`src/rtl/game_flow_ctrl.sv`:
```
// game_flow_ctrl: sequencer for the breakout core on the development board.
//
// Debounces the four active-low board buttons. Runs the game state machine
// (idle, serve, play, pause, game over) and counts lives from the core's
// end-of-ball level. Drives the core reset, run enable, gated left/right
// controls and the status LEDs.
//
// Optional feature macro: GAME_PAUSE_EN
//   defined   - PAUSE state and the B5 pause debouncer are built; led[1] shows PAUSE.
//   undefined - no PAUSE state, btn_pause_n is ignored, led[1] is tied to 0.
//
// Ports:
//   clk           in   50 MHz system clock
//   rst_n         in   asynchronous active-low reset (synchronous release expected)
//   btn_left_n    in   B2, active-low, asynchronous to clk
//   btn_right_n   in   B3, active-low, asynchronous to clk
//   btn_start_n   in   B4, active-low, asynchronous to clk
//   btn_pause_n   in   B5, active-low, asynchronous to clk
//   core_end      in   core end-of-ball level, synchronous to clk
//   core_rst_n    out  active-low reset to the game core
//   core_run      out  core advance enable
//   core_left_n   out  gated left control, active-low
//   core_right_n  out  gated right control, active-low
//   state         out  IDLE=0, SERVE=1, PLAY=2, PAUSE=3, OVER=4
//   lives         out  remaining lives
//   led           out  [0]=PLAY, [1]=PAUSE, [2]=OVER, [4:3]=lives
//
// Every output is driven straight from a flop.

module game_flow_ctrl #(
    parameter int unsigned DB_CYCLES        = 500000,
    parameter int unsigned LIVES            = 3,
    parameter int unsigned SERVE_CYCLES     = 16,
    parameter int unsigned OVER_LOCK_CYCLES = 25000000
) (
    input  logic       clk,
    input  logic       rst_n,
    input  logic       btn_left_n,
    input  logic       btn_right_n,
    input  logic       btn_start_n,
    input  logic       btn_pause_n,
    input  logic       core_end,
    output logic       core_rst_n,
    output logic       core_run,
    output logic       core_left_n,
    output logic       core_right_n,
    output logic [2:0] state,
    output logic [1:0] lives,
    output logic [4:0] led
);

`ifdef GAME_PAUSE_EN
    localparam int unsigned NumBtn = 4;
`else
    localparam int unsigned NumBtn = 3;
`endif
    localparam int unsigned BtnLeft  = 0;
    localparam int unsigned BtnRight = 1;
    localparam int unsigned BtnStart = 2;
`ifdef GAME_PAUSE_EN
    localparam int unsigned BtnPause = 3;
`endif

    // Debounce and lock counters share one width, wide enough for either limit.
    localparam int unsigned CntMax = (DB_CYCLES > OVER_LOCK_CYCLES) ? DB_CYCLES
                                                                    : OVER_LOCK_CYCLES;
    localparam int unsigned CntW   = $clog2(CntMax + 1);
    localparam int unsigned ServeW = $clog2(SERVE_CYCLES + 1);

    localparam logic [CntW-1:0]   DbLast    = CntW'(DB_CYCLES - 1);
    localparam logic [CntW-1:0]   LockMax   = CntW'(OVER_LOCK_CYCLES);
    localparam logic [ServeW-1:0] ServeLast = ServeW'(SERVE_CYCLES - 1);
    localparam logic [1:0]        LivesInit = 2'(LIVES);

    typedef enum logic [2:0] {
        StIdle  = 3'd0,
        StServe = 3'd1,
        StPlay  = 3'd2,
        StPause = 3'd3,
        StOver  = 3'd4
    } state_e;

    // ------------------------------------------------------------------
    // Button debouncers
    // ------------------------------------------------------------------
    logic [NumBtn-1:0] btn_raw;

`ifdef GAME_PAUSE_EN
    assign btn_raw = {btn_pause_n, btn_start_n, btn_right_n, btn_left_n};
`else
    assign btn_raw = {btn_start_n, btn_right_n, btn_left_n};
    logic unused_pause;
    assign unused_pause = btn_pause_n;
`endif

    logic [NumBtn-1:0] sync1_q, sync2_q;
    logic [NumBtn-1:0] db_q, db_d;
    logic [NumBtn-1:0] db_dly_q;
    logic [NumBtn-1:0] press_q, press_d;
    logic [CntW-1:0]   db_cnt_q [NumBtn];
    logic [CntW-1:0]   db_cnt_d [NumBtn];

    always_comb begin
        db_d     = db_q;
        db_cnt_d = db_cnt_q;
        for (int i = 0; i < NumBtn; i++) begin
            if (sync2_q[i] == db_q[i]) begin
                db_cnt_d[i] = '0;
            end else if (db_cnt_q[i] == DbLast) begin
                // This cycle is the DB_CYCLES-th consecutive mismatch: accept it.
                db_d[i]     = sync2_q[i];
                db_cnt_d[i] = '0;
            end else begin
                db_cnt_d[i] = db_cnt_q[i] + CntW'(1);
            end
        end
        // Press = debounced level seen going 1->0 (one cycle after the flip).
        press_d = db_dly_q & ~db_q;
    end

    logic start_press;
    assign start_press = press_q[BtnStart];
`ifdef GAME_PAUSE_EN
    logic pause_press;
    assign pause_press = press_q[BtnPause];
`endif

    // ------------------------------------------------------------------
    // core_end rising edge
    // ------------------------------------------------------------------
    logic end_prev_q;
    logic end_edge;
    assign end_edge = core_end & ~end_prev_q;

    // ------------------------------------------------------------------
    // Game state machine
    // ------------------------------------------------------------------
    state_e            state_q, state_d;
    logic [1:0]        lives_q, lives_d;
    logic [ServeW-1:0] serve_q, serve_d;
    logic [CntW-1:0]   lock_q, lock_d;

    always_comb begin
        state_d = state_q;
        lives_d = lives_q;
        serve_d = serve_q;
        lock_d  = lock_q;

        // The lock counter only runs in OVER, so it starts from zero on every entry.
        if (state_q != StOver) begin
            lock_d = '0;
        end

        unique case (state_q)
            StIdle: begin
                serve_d = '0;
                if (start_press) begin
                    state_d = StServe;
                    lives_d = LivesInit;
                end
            end
            StServe: begin
                if (serve_q == ServeLast) begin
                    state_d = StPlay;
                    serve_d = '0;
                end else begin
                    serve_d = serve_q + ServeW'(1);
                end
            end
            StPlay: begin
                if (end_edge) begin
                    serve_d = '0;
                    if (lives_q == 2'd1) begin
                        state_d = StOver;
                        lives_d = 2'd0;
                    end else begin
                        state_d = StServe;
                        lives_d = lives_q - 2'd1;
                    end
`ifdef GAME_PAUSE_EN
                end else if (pause_press) begin
                    state_d = StPause;
`endif
                end
            end
`ifdef GAME_PAUSE_EN
            StPause: begin
                if (start_press) begin
                    state_d = StIdle;
                    lives_d = 2'd0;
                end else if (pause_press) begin
                    state_d = StPlay;
                end
            end
`endif
            StOver: begin
                if (lock_q == LockMax) begin
                    // Presses before saturation are simply dropped.
                    if (start_press) begin
                        state_d = StServe;
                        lives_d = LivesInit;
                        serve_d = '0;
                        lock_d  = '0;
                    end
                end else begin
                    lock_d = lock_q + CntW'(1);
                end
            end
            default: begin
                state_d = StIdle;
                lives_d = 2'd0;
            end
        endcase
    end

    // ------------------------------------------------------------------
    // Registered outputs, computed from the next state so they line up with it
    // ------------------------------------------------------------------
    logic       core_rst_n_q, core_rst_n_d;
    logic       core_run_q, core_run_d;
    logic       core_left_n_q, core_left_n_d;
    logic       core_right_n_q, core_right_n_d;
    logic [4:0] led_q, led_d;
    logic       pause_led;

    always_comb begin
`ifdef GAME_PAUSE_EN
        pause_led = (state_d == StPause);
`else
        pause_led = 1'b0;
`endif
        core_rst_n_d   = (state_d != StIdle) && (state_d != StServe);
        core_run_d     = (state_d == StPlay);
        core_left_n_d  = (state_d == StPlay) ? db_q[BtnLeft]  : 1'b1;
        core_right_n_d = (state_d == StPlay) ? db_q[BtnRight] : 1'b1;
        led_d          = {lives_d, (state_d == StOver), pause_led, (state_d == StPlay)};
    end

    always_ff @(posedge clk or negedge rst_n) begin
        if (!rst_n) begin
            sync1_q        <= '1;
            sync2_q        <= '1;
            db_q           <= '1;
            db_dly_q       <= '1;
            press_q        <= '0;
            for (int i = 0; i < NumBtn; i++) begin
                db_cnt_q[i] <= '0;
            end
            end_prev_q     <= 1'b0;
            state_q        <= StIdle;
            lives_q        <= 2'd0;
            serve_q        <= '0;
            lock_q         <= '0;
            core_rst_n_q   <= 1'b0;
            core_run_q     <= 1'b0;
            core_left_n_q  <= 1'b1;
            core_right_n_q <= 1'b1;
            led_q          <= 5'd0;
        end else begin
            sync1_q        <= btn_raw;
            sync2_q        <= sync1_q;
            db_q           <= db_d;
            db_dly_q       <= db_q;
            press_q        <= press_d;
            db_cnt_q       <= db_cnt_d;
            end_prev_q     <= core_end;
            state_q        <= state_d;
            lives_q        <= lives_d;
            serve_q        <= serve_d;
            lock_q         <= lock_d;
            core_rst_n_q   <= core_rst_n_d;
            core_run_q     <= core_run_d;
            core_left_n_q  <= core_left_n_d;
            core_right_n_q <= core_right_n_d;
            led_q          <= led_d;
        end
    end

    assign core_rst_n   = core_rst_n_q;
    assign core_run     = core_run_q;
    assign core_left_n  = core_left_n_q;
    assign core_right_n = core_right_n_q;
    assign state        = state_q;
    assign lives        = lives_q;
    assign led          = led_q;

endmodule

```
`config.mk`:
```
export PLATFORM = sky130hd
export DESIGN_NAME = game_flow_ctrl
export DESIGN_NICKNAME = d
export VERILOG_FILES = /design/src/rtl/game_flow_ctrl.sv
export SDC_FILE = /design/constraint.sdc
export NUM_CORES = 1
export LEC_CHECK = 0
export ABC_AREA = 1
export BUFFER_PORTS_ARGS = -buffer_cell sky130_fd_sc_hd__buf_2
export CELL_PAD_IN_SITES_DETAIL_PLACEMENT = 1
export CELL_PAD_IN_SITES_GLOBAL_PLACEMENT = 2
export CORE_ASPECT_RATIO = 2
export CORE_MARGIN = 2
export CORE_UTILIZATION = 39
export DETAILED_ROUTE_END_ITERATION = 7
export GPL_ROUTABILITY_DRIVEN = 0
export PLACE_DENSITY = 0.95
export SKIP_LAST_GASP = 1
export SYNTH_ARGS = -nofsm -noshare
export SYNTH_HDL_FRONTEND = slang
export SYNTH_SLANG_ARGS = --single-unit
```
`constraint.sdc`:
```
create_clock -name clk -period 2.8 [get_ports clk]
set_input_delay 0.42 -clock clk [delete_from_list [all_inputs] [get_ports clk]]
set_output_delay 0.42 -clock clk [all_outputs]
set_load 0.005 [all_outputs]
```
* After elaboration in Yosys (flattened, before gate mapping)
Cells that the tools add are included.
** Operators by class
- Add/subtract/negate cells :: 6
- Equality and inequality tests :: 19
- Mux-type cells :: 28
- Bitwise operators :: 7
- Reduce and logical (&&, ||, !) cells :: 8
** Operators with widths (number)
- $mux 25 :: 10
- $add 25x1->25 const B :: 4
- $eq 25x19->1 const B :: 3
- $eq 25x25->1 const B :: 1
- $mux 5 :: 4
- $pmux 5 s4 :: 1
- $mux 3 :: 5
- $pmux 3 s4 :: 1
- $mux 2 :: 4
- $pmux 2 s4 :: 1
- $eq 3x2->1 const B :: 2
- $eq 3x3->1 const B :: 2
- $ne 2x2->1 const B :: 3
- $reduce_and 2->1 :: 3
- $add 5x1->5 const B :: 1
- $eq 5x4->1 const B :: 1
- $not 1->1 :: 4
- $reduce_and 4->1 :: 1
- $reduce_bool 4->1 :: 1
- $and 3x3->3 :: 1
- $eq 1x1->1 :: 3
- $eq 3x1->1 const B :: 1
- $logic_not 3->1 :: 1
- $ne 3x1->1 const B :: 1
- 8 further kinds :: 9
** Storage, ports and cells
- Bits in registers :: 134
- Output and inout port bits :: 14
- Word-level logic and storage cells :: 88

* Longest topological paths before layout
- Depth in word-level cells :: 6
- Gate-level depth with buffers :: 12
- Mapped depth without buffers :: 11

* Worst setup path before layout
OpenSTA, ideal clock, no wires.
- Path kind :: reg-to-reg
- Start :: reg db_cnt_q[50] (netlist bit)
- End :: reg db_cnt_q[55] (netlist bit)
- Arrival time :: 1343 ps
- Data required time :: 2677 ps
- Path slack :: 1334 ps
- Cell stages (with the launch flop) :: 9
- Buffers on the path :: 0
- Clock period less this slack :: 1466 ps
- Cells stage by stage :: dfrtp_1 -> ha_1 -> nand3_1 -> inv_2 -> nand2_1 -> nor3_1 -> nand2_1 -> nand2_1 -> nor3_1
** RTL lines
- start, declared :: RTL line 100 : logic [CntW-1:0] db_cnt_q [NumBtn];
- start signal, assigned :: RTL line 265 : db_cnt_q <= db_cnt_d;

==> flow_results.org <==
** Routing
- DRC viols :: 0
- After detailed routing, the number of vias per cell comes to 5.14.
- Iteration-0 DRC Markers :: 187
- Once detail routing completed, the nets flagged for antenna violations numbered 0.
- Dividing the detail-routed wire length by the instance count gives 16.1 um.
- Total vias in the final route :: 6970
- After detailed routing, the total wire length is 21800 um.
- The pre-antenna-repair detailed-routing pass consisted of 4 iterations.

** Clock tree
- Post-CTS Hold Buffers :: 1
- Clock latency on the worst-skew pair :: 440 ps
- CTS sink count :: 127
- Clock-pin slew was measured on the worst setup and hold paths at 60 ps.
- Total clock buffers created by CTS :: 17
- Clock tree from TritonCTS :: done
- CTS Root Buffer Type :: sky130_fd_sc_hd__clkbuf_16
- # Post-CTS Setup Buffers :: 0
- Total number of H-tree levels :: 4
- Counting along the longest clock path gives a buffer depth of 2.
- Post-cts resize count :: 0

** Floorplanning
- Top Ports :: 21
- Starting density of the core :: 39.7%
- The initialized floorplan defines 71 standard-cell rows.
- From bottom edge to top edge, the die measures 200 um.
- The die covers 20300 um^2.
- The floorplan step set the die width to 102 um.
- After floorplanning, the core was sized to cover 18800 um^2.

** Synth
- In this run, distinct cell masters in the synthesized netlist total 37.
- The biggest area contributor in the post-synthesis netlist is sky130_fd_sc_hd__dfrtp_1.
- Yosys mapped a number of flops with a built-in enable equal to 0.
- Among all cell types in the netlist, the one instantiated most often is sky130_fd_sc_hd__nand2_1.
- For this run, asynchronously set or reset flops after synthesis account for 100%.
- Post-Syn Nets :: 1068
- Area contributors post-synth :: sky130_fd_sc_hd__dfrtp_1 39%, sky130_fd_sc_hd__nand2_1 13%, sky130_fd_sc_hd__nor2_1 11%
- Of the synthesized area, sequential elements account for 42.7%.
- Flop and latch count out of synthesis :: 127
- Total standard cell area after synthesis :: 7470 um^2
- Post-synthesis area per instance :: 7.09 um^2
- Synthesized netlist cell count :: 1054
- Post-synth top flop :: sky130_fd_sc_hd__dfrtp_1
- By count the netlist is led by 264 x sky130_fd_sc_hd__nand2_1, 213 x sky130_fd_sc_hd__nor2_1, 128 x sky130_fd_sc_hd__inv_1.
- Synth warnings :: 0
- The share of synthesized area in the top cell type comes to 38.5%.

** Final layout
- Fraction of final layout cells sized beyond drive strength 1 :: 11.4%
- In the final layout, flip-flops and latches occupy 3190 um^2.
- In the final layout, the multi-input gates occupy 3680 um^2.
- After the flow finishes, the layout carries non-filler instances totaling 1355.
- Layout filler cell count :: 2451
- Utilization of the core after routing :: 45.1%
- Antenna cell count :: 0
- Relative area change from synthesis to final layout :: 13.8%
- The final layout contains 1101 nets.

** Worst hold path
- The path class of the tightest hold or removal check is in -> reg.
- Along the worst hold path, the cell count comes to 1.

** Place
- Count of input and output buffers :: 18
- Post-Place Cells :: 1322
- Summed over all nets, the half-perimeter wirelength after detailed placement is 16900 um.
- Worst slack at placement :: 780 ps

** Pwr
- Worst vdd rail ir drop :: 0.000320 V
- Summed over all cells, the static leakage comes to 3.65 nW.
- Power per unit of standard cell area :: 504 nW/um^2
- The design draws 4.28 mW.

** STA
- Final worst path period need :: 2000 ps
- Fraction of the cycle the final worst path needs :: 71.5%
- Setup violations remaining at the end of the flow were counted as 0.
- Max Transition Viols Final :: 0
- Between clock sinks in the finished design, the worst skew comes to 5.53 ps.
- Measured slew at the worst slew-check pin :: 602 ps
- The worst path meets setup with 799 ps of slack.
- Unrepaired setup endpoints after global routing :: no
- Number of hold violations in the final report :: 0
- Post-Route Setup TNS :: 0 ps
- Headroom to the max-slew limit came out at 59.9%.
- For this run, the top clock speed supported by timing is 0.500 GHz.

** Global route
- Number of antenna violations at the first check in global routing :: 0
- Via count of the first global-routing pass :: 7578
- The first global-routing pass estimated 36400 um of wire.
- Largest net degree at the start of global routing :: 60
- Overall global routing resource usage :: 23.3%
- Overflow left after global routing :: 0

** Critical path
- Cells on worst reg2reg path :: 8
- Critical path peak fanout :: 7
- Worst EP required :: 3120 ps
- The worst setup path is captured at a register.
- The setup path with the least slack is of type reg -> reg.
- The worst setup path is launched from a register.
- CP arrival :: 2320 ps

** Flow run
- Max-cap check violation count :: 0

** Run status
- The flow ran to the end, and the final reports show no timing, DRC or antenna violations.
==> cells in the final DEF, fill, tap and decap left out, types with 9 or more instances in the layout <==
cell type,n
sky130_fd_sc_hd__o21ai_0,18
sky130_fd_sc_hd__a21oi_1,25
sky130_fd_sc_hd__dfstp_2,12
sky130_fd_sc_hd__nor2_2,9
sky130_fd_sc_hd__nand3_1,84
sky130_fd_sc_hd__clkbuf_16,17
sky130_fd_sc_hd__inv_2,15
sky130_fd_sc_hd__nand4_1,48
sky130_fd_sc_hd__buf_2,17
sky130_fd_sc_hd__inv_1,128
sky130_fd_sc_hd__nor2_1,213
sky130_fd_sc_hd__nor3_1,29
sky130_fd_sc_hd__dfrtp_1,115
sky130_fd_sc_hd__xor2_1,15
sky130_fd_sc_hd__nand2_1,264
==> cell type report <==
cell class	instances	share of cell area (%)
multi-input cells	774	43.4
repair buffers	24	1.84
well taps	255	3.75
clock buffers	21	5.54
clock inverters	11	1.63
flip-flops and latches	127	37.6
inverters	143	6.32
==> logic make-up after synthesis <==
family | count (synthesis) | share of synthesized area, %
DFF | 127 | 42.7
adders and majority gates | 7 | 1.17
other | 1 | 0.0502
and+or+nand+nor | 691 | 41.7
xor gates and xnor gates | 23 | 2.70
AOI/OAI and AO/OA | 52 | 3.70
buffers and inverters | 153 | 7.92
==> power breakdown <==
part | internal (mW) | switching, mW | leakage, nW | total, mW
sequential | 1.86 | 0.0134 | 1.72 | 1.87
clock | 1.46 | 0.854 | 0.299 | 2.31
combinational | 0.0234 | 0.0772 | 1.63 | 0.101
total | 3.34 | 0.944 | 3.65 | 4.28
==> layer usage <==
layer  up-vias  share of wire [%]  GRT usage, %
met4         0                4.1          11.3
met3        55                2.0          4.65
met5         -                  0             0
met1      3405                 37          22.1
met2        94                 57          45.6
li1       3416                  -             -
==> critical path, cell delays in order, from the launching register on <==
cell	delay (ps)
sky130_fd_sc_hd__dfrtp_1	420
sky130_fd_sc_hd__ha_1	210
sky130_fd_sc_hd__nand3_1	120
sky130_fd_sc_hd__inv_2	150
sky130_fd_sc_hd__nand2_1	130
sky130_fd_sc_hd__nor3_1	340
sky130_fd_sc_hd__nand2_1	190
sky130_fd_sc_hd__nand2_1	250
sky130_fd_sc_hd__nor3_1	80
==> sequential cells by signal, indices dropped and copies added (netlist names) <==
| signal | flops |
|---|---|
| press_q | 1 |
| state | 3 |
| db_cnt_q | 75 |
| led | 3 |
| core_rst_n | 1 |
| core_left_n | 1 |
| sync1_q | 3 |
| db_q | 3 |
| end_prev_q | 1 |
| lock_q | 25 |
| lives | 1 |
| sync2_q | 3 |
| core_right_n | 1 |
| serve_q | 5 |
| db_dly_q | 1 |
==> path summary, 6_finish.rpt <==
| kind | startpoint | endpoint | slack (ps) |
|---|---|---|---|
| setup / recovery | db_cnt_q[50]$_DFF_PN0_ | db_cnt_q[63]$_DFF_PN0_ | 800 |
| hold / removal | btn_right_n | sync1_q[1]$_DFF_PN1_ | 80 |
| setup reg to reg | db_cnt_q[50]$_DFF_PN0_ | db_cnt_q[63]$_DFF_PN0_ | 800 |
| hold reg to reg | sync1_q[0]$_DFF_PN1_ | sync2_q[0]$_DFF_PN1_ | 350 |
| max in group asynchronous | rst_n | db_q[2]$_DFFE_PN1P_ | 1530 |
| min in group asynchronous | rst_n | db_cnt_q[65]$_DFF_PN0_ | 540 |
==> stage by stage <==
stage          cell area [um^2]  hold WS, ps
3_5_place_dp               7880          347
6_report                   8500         77.5
5_1_grt                    8500         63.7
2_1_floorplan              7470          124
3_3_place_gp               7880          347
4_1_cts                    8500         61.6
(Power assumes the default switching activity.)
